**src/rtl/rf_pkg.sv**
```systemverilog
// Shared definitions for the register-file write-port arbiter and its scoreboard.
package rf_pkg;

    localparam int XLEN      = 32;
    localparam int NREG      = 32;
    localparam int REG_IDX_W = 5;

    // One writeback requester: request flag, destination and result.
    typedef struct packed {
        logic                 valid;
        logic [REG_IDX_W-1:0] rd;
        logic [XLEN-1:0]      data;
    } wb_req_t;

endpackage

```
**src/rtl/rf_scoreboard.sv**
```systemverilog
// Per-register pending bits: set on issue, cleared on writeback; x0 never pending.
module rf_scoreboard
    import rf_pkg::*;
(
    input  logic                 clk,
    input  logic                 reset,
    input  logic                 set_en,
    input  logic [REG_IDX_W-1:0] set_idx,
    input  logic                 clr_en,
    input  logic [REG_IDX_W-1:0] clr_idx,
    output logic [NREG-1:0]      pending
);

    logic [NREG-1:0] pending_q;
    logic [NREG-1:0] pending_d;

    // Clear first, then set, so a new producer issued in the same cycle supersedes the old one.
    always_comb begin
        pending_d = pending_q;
        if (clr_en && (clr_idx != '0)) begin
            pending_d[clr_idx] = 1'b0;
        end
        if (set_en && (set_idx != '0)) begin
            pending_d[set_idx] = 1'b1;
        end
        pending_d[0] = 1'b0;
    end

    // Pending register.
    always_ff @(posedge clk) begin
        if (reset) begin
            pending_q <= '0;
        end else begin
            pending_q <= pending_d;
        end
    end

    assign pending = pending_q;

endmodule

```
**src/rtl/rf_write_arbiter.sv**
```systemverilog
// Shares the register-file write port between the ALU and load writeback paths.
// MEM has fixed priority; after MAX_WAIT consecutive lost arbitrations the ALU is
// forced to win. Handshake: a source transfers in a cycle where valid && ready;
// ready depends only on the valids, reset and the starve counter, at most one
// ready is high per cycle, and a requester holds valid/rd/data until accepted.
module rf_write_arbiter
    import rf_pkg::*;
#(
    parameter int XLEN_P   = rf_pkg::XLEN,
    parameter int MAX_WAIT = 3
) (
    input  logic                 clk,
    input  logic                 reset,
    input  logic                 alu_valid,
    output logic                 alu_ready,
    input  logic [REG_IDX_W-1:0] alu_rd,
    input  logic [XLEN_P-1:0]    alu_data,
    input  logic                 mem_valid,
    output logic                 mem_ready,
    input  logic [REG_IDX_W-1:0] mem_rd,
    input  logic [XLEN_P-1:0]    mem_data,
    input  logic                 issue_valid,
    input  logic [REG_IDX_W-1:0] issue_rd,
    output logic [NREG-1:0]      pending,
    output logic                 rf_we,
    output logic [REG_IDX_W-1:0] rf_rd,
    output logic [XLEN_P-1:0]    rf_wdata
);

    localparam logic [3:0] MAX_W = 4'(MAX_WAIT);

    wb_req_t alu_req;
    wb_req_t mem_req;
    wb_req_t win_req;
    logic    force_alu;
    logic    alu_acc;
    logic    mem_acc;
    logic    accept;

    logic [3:0]           starve_q;
    logic [3:0]           starve_d;
    logic                 rf_we_q;
    logic                 rf_we_d;
    logic [REG_IDX_W-1:0] rf_rd_q;
    logic [REG_IDX_W-1:0] rf_rd_d;
    logic [XLEN_P-1:0]    rf_wdata_q;
    logic [XLEN_P-1:0]    rf_wdata_d;

    // Grant: MEM wins contention unless the ALU has waited MAX_WAIT times in a row.
    always_comb begin
        alu_req   = '{valid: alu_valid, rd: alu_rd, data: alu_data};
        mem_req   = '{valid: mem_valid, rd: mem_rd, data: mem_data};
        force_alu = (starve_q == MAX_W);
        alu_ready = !reset && alu_req.valid && (!mem_req.valid || force_alu);
        mem_ready = !reset && mem_req.valid && !(alu_req.valid && force_alu);
        alu_acc   = alu_req.valid && alu_ready;
        mem_acc   = mem_req.valid && mem_ready;
        accept    = alu_acc || mem_acc;
        win_req   = alu_acc ? alu_req : mem_req;
    end

    // Starve counter and next write-port values.
    always_comb begin
        starve_d   = '0;
        rf_we_d    = 1'b0;
        rf_rd_d    = rf_rd_q;
        rf_wdata_d = rf_wdata_q;
        if (alu_valid && !alu_ready) begin
            starve_d = (starve_q == MAX_W) ? starve_q : starve_q + 4'd1;
        end
        if (accept) begin
            rf_rd_d    = win_req.rd;
            rf_wdata_d = win_req.data;
            rf_we_d    = (win_req.rd != '0);
        end
    end

    // Registered write port and starve counter; reset drops any write in flight.
    always_ff @(posedge clk) begin
        if (reset) begin
            starve_q   <= '0;
            rf_we_q    <= 1'b0;
            rf_rd_q    <= '0;
            rf_wdata_q <= '0;
        end else begin
            starve_q   <= starve_d;
            rf_we_q    <= rf_we_d;
            rf_rd_q    <= rf_rd_d;
            rf_wdata_q <= rf_wdata_d;
        end
    end

    assign rf_we    = rf_we_q;
    assign rf_rd    = rf_rd_q;
    assign rf_wdata = rf_wdata_q;

    rf_scoreboard u_scoreboard (
        .clk     (clk),
        .reset   (reset),
        .set_en  (issue_valid),
        .set_idx (issue_rd),
        .clr_en  (accept),
        .clr_idx (win_req.rd),
        .pending (pending)
    );

endmodule
```
**config.mk**
```make
export PLATFORM = sky130hd
export DESIGN_NAME = rf_write_arbiter
export DESIGN_NICKNAME = d
export VERILOG_FILES = /design/src/rtl/rf_pkg.sv /design/src/rtl/rf_scoreboard.sv /design/src/rtl/rf_write_arbiter.sv
export SDC_FILE = /design/constraint.sdc
export NUM_CORES = 1
export LEC_CHECK = 0
export ABC_AREA = 1
export BUFFER_PORTS_ARGS = -buffer_cell sky130_fd_sc_hd__buf_4
export CELL_PAD_IN_SITES_DETAIL_PLACEMENT = 2
export CELL_PAD_IN_SITES_GLOBAL_PLACEMENT = 2
export CORE_UTILIZATION = 27
export DETAILED_ROUTE_END_ITERATION = 7
export PLACE_DENSITY_LB_ADDON = 0.1
export REMOVE_ABC_BUFFERS = 1
export SYNTH_ARGS = -nofsm -noshare
export SYNTH_HDL_FRONTEND = slang
export SYNTH_HIERARCHICAL = 1
export SYNTH_SLANG_ARGS = --single-unit
export TNS_END_PERCENT = 50
```
**constraint.sdc**
```tcl
create_clock -name clk -period 4.1 [get_ports clk]
set_input_delay 0.41 -clock clk [delete_from_list [all_inputs] [get_ports clk]]
set_output_delay 0.41 -clock clk [all_outputs]
set_load 0.01 [all_outputs]
```
* Yosys cells after proc, flatten, opt, wreduce, memory -nomap -nowiden
Cells that the tools add are included.
** Word-level totals
- Input bits :: 84
- Word-level logic and storage cells :: 46
- Bits in registers :: 74
** Cells by class
- Reduce and logical (&&, ||, !) cells :: 22
- Add/subtract/negate cells :: 1
- Bitwise logic cells :: 5
- Order comparisons :: 4
- Multiplexer cells :: 7
- Equal/unequal tests :: 1
** Operator list (count)
- $mux 32 :: 2
- $mux 37 :: 1
- $and 32x32->32 :: 1
- $not 32->32 :: 1
- $or 32x32->32 :: 1
- $logic_and 1x1->1 :: 12
- $lt 5x6->1 const B :: 2
- $demux 1 s5 :: 2
- $ge 5x1->1 const B :: 2
- $reduce_bool 5->1 :: 2
- $add 4x1->4 const B :: 1
- $eq 4x2->1 const B :: 1
- $logic_not 1->1 :: 4
- $reduce_or 2->1 :: 2
- $logic_or 1x1->1 :: 2
- $mux 1 :: 2
- $not 1->1 :: 2

* Longest topological paths before layout
Gate-level depths: netlist of the first run.
- Depth in word-level cells :: 14
- Depth in mapped cells :: 14
- Depth with buffers taken out :: 13

* By module
Netlist of the first run, hierarchy kept.
** Modules (own cells, without submodules)
- rf_write_arbiter :: cells each 288, times used 1, area each 2174.6 µm²
- rf_scoreboard :: cells each 181, times used 1, area each 1333.8 µm²

* Least setup slack after synthesis of the first run
OpenSTA, ideal clock, no wires.
- Path type :: register -> register
- From :: reg starve_q[0]
- To :: reg u_scoreboard.pending_q[20] (netlist: u_scoreboard/pending[20])
- Cell stages (with the launch flop) :: 13
- Arrival time :: 1.592 ns
- Path slack :: 2.376 ns
- Cells stage by stage :: dfxtp_1 > ha_1 > nand2_2 > nand2_4 > nand2_4 > buf_6 > nand2_1 > nand2_1 > inv_1 > inv_1 > nand3_1 > o21ai_0 > a21oi_1
** RTL lines
- from (decl) :: RTL line rf_write_arbiter.sv:40 : logic [3:0] starve_q;
- from (signal assigned) :: RTL line rf_write_arbiter.sv:86 : starve_q <= starve_d;
- to (signal assigned) :: RTL line rf_scoreboard.sv:34 : pending_q <= pending_d;
- to (decl) :: RTL line rf_scoreboard.sv:14 : logic [NREG-1:0] pending_q;

* Worst setup path in the final report of the first run
- From :: reg starve_q[0]
- To :: out alu_ready
** On the way
- Word-level cells in the longest chain between the ends :: 3
** Ends and longest elaborated chain
- $eq 4x2->1 :: RTL line rf_write_arbiter.sv:53 : force_alu = (starve_q == MAX_W);
- $logic_or 1x1->1 :: RTL line rf_write_arbiter.sv:54 : alu_ready = !reset && alu_req.valid && (!mem_req.valid || force_alu);
- $logic_and 1x1->1 :: RTL line rf_write_arbiter.sv:54
- to (decl) :: RTL line rf_write_arbiter.sv:15 : output logic alu_ready,
No other way between the ends.

==> impl_metrics.tcl, run 1 <==
set metrics [dict create \
    status "complete, no violations" \
    clkSinkCount 73 \
    p_leak_nw 2.46 \
    ir_drop_uv 165 \
    postRouteAntennaNets 0 \
    boundaryPins 156 \
    yosysTopAreaCell "dfxtp_1" \
    dp.cells 775 \
    skew_ps 7.62 \
    postLayoutCoreUtil 0.400 \
    firstDrtPassIters 4 \
    nets 699 \
    synthTopCellsByArea "dfxtp_1 42%, nand2_1 11%, nand3_1 7.4%" \
    cp-start-kind "flip-flop" \
    grt_max_degree 51 \
    grt_pass1_wl_um 19800 \
    hold_start "alu_data[9]" \
    cp.arrival_ps 2260 \
    wl_per_cell_um 15.6 \
    initial_core_util 0.278 \
    r2r-start "starve_q[0]" \
    cpMaxStageDelayCell "inv_2" \
    via_per_inst 4.74 \
    fin_crit_ps 2670 \
    yosys_warnings 6 \
    ctsResizeCount 0 \
    synth_seq_cells 73 \
    io_buffers 154 \
    vias 3748 \
    cts_tree "yes" \
    cpPeakStageDelay_ps 570 \
    drc 0 \
    post-route-period-util 0.650 \
    finalNonFillerCells 791 \
    post_cts_buffers 0 \
    insertedDiodeCount 0 \
    hp-class "primary input to flip-flop" \
    synth_top_area_frac 0.417 \
    syn_avg_cell_area_um2 7.48 \
    drt-total-wl_um 12400 \
    critPathRequiredTime_ps 3690 \
    rows 41 \
    clock_path_buffers 2 \
    relSlewSlack 0.608 \
    setup_violations 0 \
    layout-drive-gt1-share 0.378 \
    worst_pin_slew_ps 588 \
    dieArea_mm2 0.0135 \
    hold_buffers 0 \
    worstSkewPairLatency_ps 340 \
    seq_area_frac_synth 0.417 \
    root_buffer "clkbuf_16" \
    cts_max_level 3 \
    antenna_found_initial 0 \
    dp_hpwl_um 9200 \
    grt_pass1_vias 3974 \
    ys_types 28 \
    rrSetupSlack_ps 1660 \
    gp_congestion 0.788 \
    postSynthCellCount 469 \
    core-area_mm2 0.0126 \
    area_growth_pct 43.9 \
    cp_common_cell "nand2_4" \
    die_w_um 116 \
    path_clk_slew_ps 60 \
    die_y_um 116 \
    setup.worst_path.end_class "primary output" \
    synth_area_mm2 0.00351 \
    numCtsBuffers 9 \
    critPathKind "flip-flop to primary output" \
    path_cells "ha_1 -> nand2_2 -> nand2_4 -> nand2_4 -> inv_2 -> buf_4" \
    worstPathMaxFanout 40 \
    grt_setup_unrepaired "false" \
    final_area_mm2 0.00505 \
    placed_area_mm2 0.00477 \
    hold_viol_final 0 \
    grt_overflow 0 \
    drv_slew 0 \
    fin_setup_tns_ps 0 \
    first_iter_violations 90 \
    max_freq_mhz 375 \
    critical_path.startpoint "starve_q[0]" \
    grt_usage 0.195 \
    pwr_density_cell_mw_per_mm2 362 \
    cap_violations 0 \
]
cells by family after synthesis:
kind of cell	share of synthesized area
DFF	0.417
xor gates and xnor gates	0.00499
buffers and inverters	0.108
adders and majority gates	0.00357
other	0.00107
AOI/OAI and AO/OA	0.187
and+or+nand+nor	0.278
report_power, final:
part	total, mW	internal, mW	switching [mW]
sequential	0.764	0.744	0.0202
combinational	0.307	0.140	0.168
clock	0.755	0.427	0.328
synth_stat cells, drive strengths merged:
cell type	n
nor2	23
nand3	62
xor2	1
o21ai	33
clkbuf	7
o211ai	36
nand2	113
a21oi	32
nand3b	1
nor3	2
xnor2	1
ha	1
inv	67
buf	15
conb	1
dfxtp	73
and2b	1
metrics by stage:
| step | hold slack, ps | setup slack (ps) | total power [mW] |
|---|---|---|---|
| after floorplan | 418 | 1650 | 0.918 |
| after global placement | 432 | 1550 | 1.08 |
| after detailed placement | 459 | 1460 | 1.09 |
| after CTS | 382 | 1330 | 1.86 |
| after global routing | 405 | 1200 | 1.93 |
| final | 392 | 1430 | 1.83 |
layout make-up:
type | count | area (µm²)
fillers | 1552 | 7570
repair buffers | 156 | 1170
multi-input cells | 307 | 1670
well taps | 172 | 215
clock buffers | 10 | 239
flip-flops and latches | 73 | 1460
inverters | 67 | 251
clock inverters | 6 | 43.8
worst paths after layout:
kind                               to  cells past startpoint
max reg2reg  u_scoreboard/pending[13]                     11
max                         alu_ready                      6
min reg2reg               starve_q[0]                      1
min                       rf_wdata[9]                      5
metal layers:
layer,wire (µm),vias to the layer above,global-route usage,part of all wire
met2,6460,95,0.354,0.52
li1,-,1824,-,-
met5,0,-,0,0
met3,996,11,0.0769,0.080
met4,192,0,0.0769,0.016
met1,4730,1818,0.199,0.38
state kept, by name, summed over array words and instances (netlist names):
signal / cells
rf_rd: 5
rf_wdata: 32
rf_we: 1
starve_q: 4
u_scoreboard/pending: 31
critical path: cells and delay by family, from the launching register on:
kind | cells | cell delay (ps)
buf+inv | 2 | 800
simple gates | 3 | 500
flops | 1 | 360
fa+ha+maj | 1 | 240
cell usage in the layout (no fill, tap or decap), drive strengths merged:
| master | count |
|---|---|
| a21oi | 32 |
| and2b | 1 |
| buf | 156 |
| clkbuf | 10 |
| clkinv | 5 |
| clkinvlp | 1 |
| conb | 1 |
| dfxtp | 73 |
| ha | 1 |
| inv | 67 |
| nand2 | 113 |
| nand3 | 62 |
| nand3b | 1 |
| nor2 | 23 |
| nor3 | 2 |
| o211ai | 36 |
| o21ai | 33 |
| xnor2 | 1 |
| xor2 | 1 |
Note: power is estimated with default switching activity, not from simulation.
==> run 2: changes to the inputs <==
Settings changed: ABC_AREA 1 to 0, CORE_UTILIZATION 27 to 24.
Clock period 4.1 ns to 2.33 ns, I/O delays scaled along.
==> impl_metrics.tcl, run 2 <==
set metrics [dict create \
    yosys_warnings 6 \
    fin_crit_ps 2400 \
    p_leak_nw 2.27 \
    violations "setup timing" \
    synth_adder_area_share 0.00325 \
    hold_start "issue_rd[0]" \
    cpMaxStageDelayCell "or3b_4" \
    muxShareOfSynthArea 0.123 \
    r2r-start "starve_q[0]" \
    path_cells "ha_4 -> or3b_4 -> a21oi_4 -> buf_6 -> mux2_4 -> or3b_4 -> o21ai_1 -> o21ai_1" \
    pwr_density_cell_mw_per_mm2 570 \
    wl_per_cell_um 20.3 \
    hold_viol_final 0 \
    hold_end "u_scoreboard/pending[2]" \
    layout_setup_ws_ps -65.1 \
    yosys_most_used_dff "dfxtp_1" \
    insertedDiodeCount 0 \
    synth-compound-area-share 0.150 \
    grt_pass1_vias 4665 \
    synth_edf_count 0 \
    boundaryPins 156 \
    dieArea_mm2 0.0165 \
    syn_avg_cell_area_um2 8.42 \
    cp-start-kind "flip-flop" \
    critPathBufInv 1 \
    ir_drop_uv 359 \
    holdPathStages 2 \
    met2_usage 0.374 \
    die_y_um 129 \
    relSlewSlack 0.426 \
    fin_hold_ws_ps 104 \
    max_freq_mhz 418 \
    gp_congestion 0.774 \
    worstPathMaxFanout 5 \
    first_iter_violations 119 \
    rows 45 \
    fin_setup_tns_ps -939 \
    cp_top_family "simple AND/OR/NAND/NOR gates" \
    grt_overflow 0 \
    yosysMostFrequentCell "nor3_1" \
    postLayoutCoreUtil 0.370 \
    setup.worst_path.end_class "flip-flop" \
    drv_slew 0 \
    grt_use_met3 0.0349 \
    core-area_mm2 0.0154 \
    grt_pass1_wl_um 26000 \
    io_buffers 154 \
    grt_max_degree 74 \
    grt-busiest-layer "met2" \
    dp_hpwl_um 11300 \
    final_common_cell "buf_4" \
    clkSinkCount 73 \
    post-route-period-util 1.03 \
    vias 4196 \
    synth_top_family_by_area "simple AND/OR/NAND/NOR gates" \
    nets 695 \
    numCtsBuffers 9 \
    worst_pin_slew_ps 862 \
    cts_max_level 3 \
    rrSetupSlack_ps -70 \
    drc 0 \
    yosysTopAreaCell "dfxtp_1" \
    status "complete, but fails checks" \
    antenna_found_initial 0 \
    ys_types 37 \
    die_w_um 129 \
    seq_area_frac_synth 0.380 \
    synthTopCellsByArea "dfxtp_1 38%, mux2_2 12%, nor3_1 10%" \
    via_per_inst 5.09 \
    worstSkewPairLatency_ps 340 \
    synth_top_area_frac 0.380 \
    cp.arrival_ps 2620 \
    cts_tree "yes" \
    synthTopCellsByCount "77 x nor3_1, 73 x dfxtp_1, 45 x o21ai_0" \
    synthSimpleGateAreaFrac 0.287 \
    postRouteAntennaNets 0 \
    mostFrequentLayoutCells "176 x buf_4, 77 x nor3_1, 71 x dfxtp_1, 39 x o21ai_1, 38 x nor4_1" \
    root_buffer "clkbuf_16" \
    critPathRequiredTime_ps 2550 \
    path_clk_slew_ps 60 \
    cap_violations 0 \
    clock_path_buffers 2 \
    critPathKind "flip-flop to flip-flop" \
    synth_xor_area_frac 0.00228 \
    grt_usage 0.207 \
    synth_area_mm2 0.00385 \
    initial_core_util 0.249 \
    setup_violations 20 \
    area_growth_pct 48.4 \
    skew_ps 6.69 \
    layout-drive-gt1-share 0.431 \
    firstDrtPassIters 4 \
    postSynthCellCount 457 \
    drt-total-wl_um 16700 \
    synth_seq_cells 73 \
    async_reset_ff_frac 0 \
    grt_setup_unrepaired "true" \
    cpPeakStageDelay_ps 440 \
    ff2ff_path_depth 8 \
    hp-class "primary input to flip-flop" \
    grtUsageMet1 0.248 \
    reg2reg_to "u_scoreboard/pending[18]" \
    largest_reg_flops 32 \
]
## run 2: cell count changes in the layout (fill, tap and decap cells not counted), sizes merged, moves of 6 or more
cell    previous run  this run
o211ai            36         0
nor3               2        77
inv               67         4
nand3             62         8
nor4               0        40
o22ai              0        37
buf              156       184
nand3b             1         7
o21ai             33        56
a21oi             32         3
nand2            113         6
nor2              23         5
nor2b              0        31
mux2               0        42
## run 2: worst reg2reg max path: stages, from the launching register on
cell	delay, ps
dfxtp_2	350
ha_4	140
or3b_4	400
a21oi_4	260
buf_6	150
mux2_4	310
or3b_4	440
o21ai_1	150
o21ai_1	80
## run 2: final cells by class
cell class                      count  area, µm²
Tap cell                          211        264
Inverter                            4       15.0
Multi-Input combinational cell    338       2290
Timing Repair Buffer              184       1430
Fill cell                        1764       9720
Sequential cell                    73       1460
Clock buffer                       13        240
Clock inverter                      1       5.00
## run 2: kinds of logic (layout without fill, tap and decap cells)
| kind of cell | Yosys count | after routing |
|---|---|---|
| AOI/OAI and AO/OA | 101 | 101 |
| other | 1 | 1 |
| and+or+nand+nor | 192 | 192 |
| DFF | 73 | 73 |
| adders and majority gates | 1 | 1 |
| xor gates and xnor gates | 1 | 1 |
| muxes | 42 | 42 |
| buffers and inverters | 46 | 202 |
## run 2: repair_timing
action | in CTS | in global routing
setup endpoints to repair | 31 | 31
pin swaps | 14 | 17
hold buffers | 0 | 0
resized for setup | 43 | 29
buffers inserted | 2 | 4
## run 2: power breakdown
group | switching (mW) | leakage (nW) | internal (mW)
Combinational | 0.329 | 1.55 | 0.333
Sequential | 0.0319 | 0.601 | 1.31
Clock | 0.540 | 0.120 | 0.709
Total | 0.901 | 2.27 | 2.35
## run 2: worst max-delay path by stage
stage,from,to,depth (start not counted)
global route,starve_q[0],u_scoreboard/pending[7],8
global placement,starve_q[0],u_scoreboard/pending[19],8
CTS,starve_q[1],u_scoreboard/pending[18],8
finish,starve_q[0],u_scoreboard/pending[18],8
floorplan,starve_q[0],mem_ready,3
detailed placement,starve_q[0],u_scoreboard/pending[18],8
## run 2: per-stage QoR
step	power [mW]	cell area (µm²)	instances	setup slack (ps)
2_1_floorplan	1.62	3660	415	-1060
3_3_place_gp	1.99	5290	804	-191
6_report	3.26	5710	824	-65.1
3_5_place_dp	2.01	5290	804	-276
4_1_cts	3.30	5620	820	-28.7
5_1_grt	3.41	5710	824	-155
## run 2: per-layer routing
layer	vias up	share of wire
li1	2024	-
met1	2051	0.45
met2	110	0.50
met3	11	0.043
met4	0	0.013
met5	-	0
==> run 3: changes to the inputs <==
Settings changed: CORE_UTILIZATION 24 to 23, SYNTH_HIERARCHICAL 1 to unset.
==> impl_metrics.tcl, run 3 <==
set metrics [dict create \
    status "complete, but fails checks" \
    violations "DRC" \
    dieArea_mm2 0.0167 \
    ir_drop_uv 316 \
    yosys_warnings 0 \
    synth_edf_count 0 \
    cts_max_level 3 \
    fin_crit_ps 2240 \
    worst_pin_slew_ps 648 \
    core-area_mm2 0.0158 \
    clock_path_buffers 2 \
    p_switching_uw 919 \
    placed_area_mm2 0.00501 \
    path_cells "ha_1 -> nor3b_4 -> o21ai_4 -> inv_2 -> buf_12 -> buf_4" \
    cp-start-kind "flip-flop" \
    io_buffers 154 \
    gp_congestion 0.776 \
    post-route-period-util 0.959 \
    grt_pass1_vias 4308 \
    drc 1 \
    synth_area_mm2 0.00372 \
    path_clk_slew_ps 60 \
    ys_types 52 \
    critPathKind "flip-flop to primary output" \
    postSynthCellCount 473 \
    rows 46 \
    grt_max_degree 61 \
    yosys_most_used_dff "dfxtp_1" \
    relSlewSlack 0.567 \
    drt-total-wl_um 15300 \
    grt_pass1_wl_um 23900 \
    mostFrequentLayoutCells "162 x buf_4, 110 x nand2_1, 73 x dfxtp_1, 59 x nor2_1, 57 x a311oi_1" \
    critPathRequiredTime_ps 2100 \
    worstSkewPairLatency_ps 340 \
    synthTopCellsByCount "110 x nand2_1, 73 x dfxtp_1, 60 x nor2_1" \
    die_y_um 129 \
    cp.arrival_ps 2000 \
    hp-class "primary input to flip-flop" \
    synthTopCellsByArea "dfxtp_1 39%, a311oi_1 13%, nand2_1 11%" \
    hold_buffers 0 \
    antenna_found_initial 0 \
    yosysTopAreaCell "dfxtp_1" \
    drv_slew 0 \
    dp.cells 807 \
    vias 4062 \
    clkSinkCount 73 \
    area_growth_pct 42.8 \
    numCtsBuffers 9 \
    max_freq_mhz 447 \
    syn_avg_cell_area_um2 7.87 \
    p_sw_frac 0.275 \
    postRouteAntennaNets 0 \
    setup.worst_path.end_class "primary output" \
    cpMaxStageDelayCell "dfxtp_1" \
    boundaryPins 156 \
    combinationalPowerShare 0.173 \
    cpPeakStageDelay_ps 350 \
    seq_area_frac_synth 0.393 \
    initial_core_util 0.235 \
    nets 687 \
    internal-power_mw 2.42 \
    worstPathMaxFanout 35 \
    cts_tree "yes" \
    firstDrtPassIters 6 \
    p_seq_frac 0.401 \
    grt_overflow 0 \
    via_per_inst 4.94 \
    final_area_mm2 0.00532 \
    async_reset_ff_frac 0 \
    clockPowerShare 0.426 \
    layout-drive-gt1-share 0.329 \
    yosysMostFrequentCell "nand2_1" \
    die_w_um 129 \
    grt_usage 0.188 \
    synth_top_area_frac 0.393 \
    largest_reg_flops 32 \
    pwr_density_cell_mw_per_mm2 628 \
    finalNonFillerCells 823 \
    skew_ps 6.32 \
    final_common_cell "buf_4" \
    root_buffer "clkbuf_16" \
    insertedDiodeCount 0 \
    setup_violations 0 \
    cap_violations 0 \
    wl_per_cell_um 18.5 \
    hold_viol_final 0 \
    p_leak_nw 2.17 \
    synth_seq_cells 73 \
    first_iter_violations 137 \
    dp_hpwl_um 11300 \
]
## run 3: path summary, 6_finish.rpt
check,from,slack (ps),cells after the start,endpoint
max,starve_q[0],90,6,alu_ready
min,issue_rd[1],160,2,u_scoreboard.pending[29]
max reg2reg,starve_q[0],160,7,u_scoreboard.pending[17]
min reg2reg,starve_q[0],460,1,starve_q[0]
## run 3: timing repair
| item | CTS | global route |
|---|---|---|
| buffers inserted | 0 | 0 |
| endpoints found under the setup margin | 0 | 1 |
| endpoints found under the hold margin | 0 | 0 |
| resized for setup | 0 | 1 |
## run 3: worst max-delay path, delay by kind of cell (launching register included)
kind / cells / cell delay [ps]
adder cells (fa/ha/maj): 1 / 220
AO/OA/AOI/OAI: 1 / 120
flip-flops: 1 / 350
buffers and inverters: 3 / 650
AND/OR/NAND/NOR: 1 / 290
## run 3: cells by family (layout without fill, tap and decap cells)
family	count (synthesis)	count (layout)	share of synthesized area
AOI/OAI and AO/OA	109	109	0.222
xor gates and xnor gates	2	2	0.00471
adders and majority gates	1	1	0.00336
buffers and inverters	50	184	0.0716
DFF	73	73	0.393
muxes	9	9	0.0279
other	1	1	0.00101
and+or+nand+nor	228	228	0.277
## run 3: per-layer routing
metal,GRT usage,share of wire,up-vias,routed length (µm)
li1,-,-,1948,-
met1,0.241,0.47,2006,7120
met2,0.320,0.47,97,7250
met3,0.0310,0.045,11,692
met4,0.0623,0.013,0,205
met5,0,0,-,0
## run 3: cell type report
cell class                 count  area (µm²)
timing repair buffer         164        1260
inverter                       4        15.0
tap                          216         270
multi-input combinational    350        2020
fill                        1854       10500
clock buffer                  10         239
clock inverter                 6        57.6
sequential                    73        1460
## run 3: power groups by stage
stage | logic [mW] | registers, mW | clock network, mW
final | 0.579 | 1.34 | 1.42
after global routing | 0.637 | 1.34 | 1.51
after CTS | 0.588 | 1.34 | 1.48
after detailed placement | 0.586 | 1.37 | 0
after global placement | 0.575 | 1.36 | 0
after floorplan | 0.205 | 1.39 | 0
## run 3: per-stage QoR
| step | hold slack, ps | power (mW) | util | setup TNS, ps | setup WS (ps) |
|---|---|---|---|---|---|
| 4_1_cts | 142 | 3.40 | 0.335 | 0 | 34.8 |
| 3_3_place_gp | 432 | 1.94 | 0.317 | 0 | 304 |
| 3_5_place_dp | 440 | 1.95 | 0.317 | 0 | 179 |
| 6_report | 156 | 3.34 | 0.336 | 0 | 94.6 |
| 2_1_floorplan | 301 | 1.60 | - | -64010 | -1350 |
| 5_1_grt | 157 | 3.50 | 0.336 | -0.272 | -0.272 |
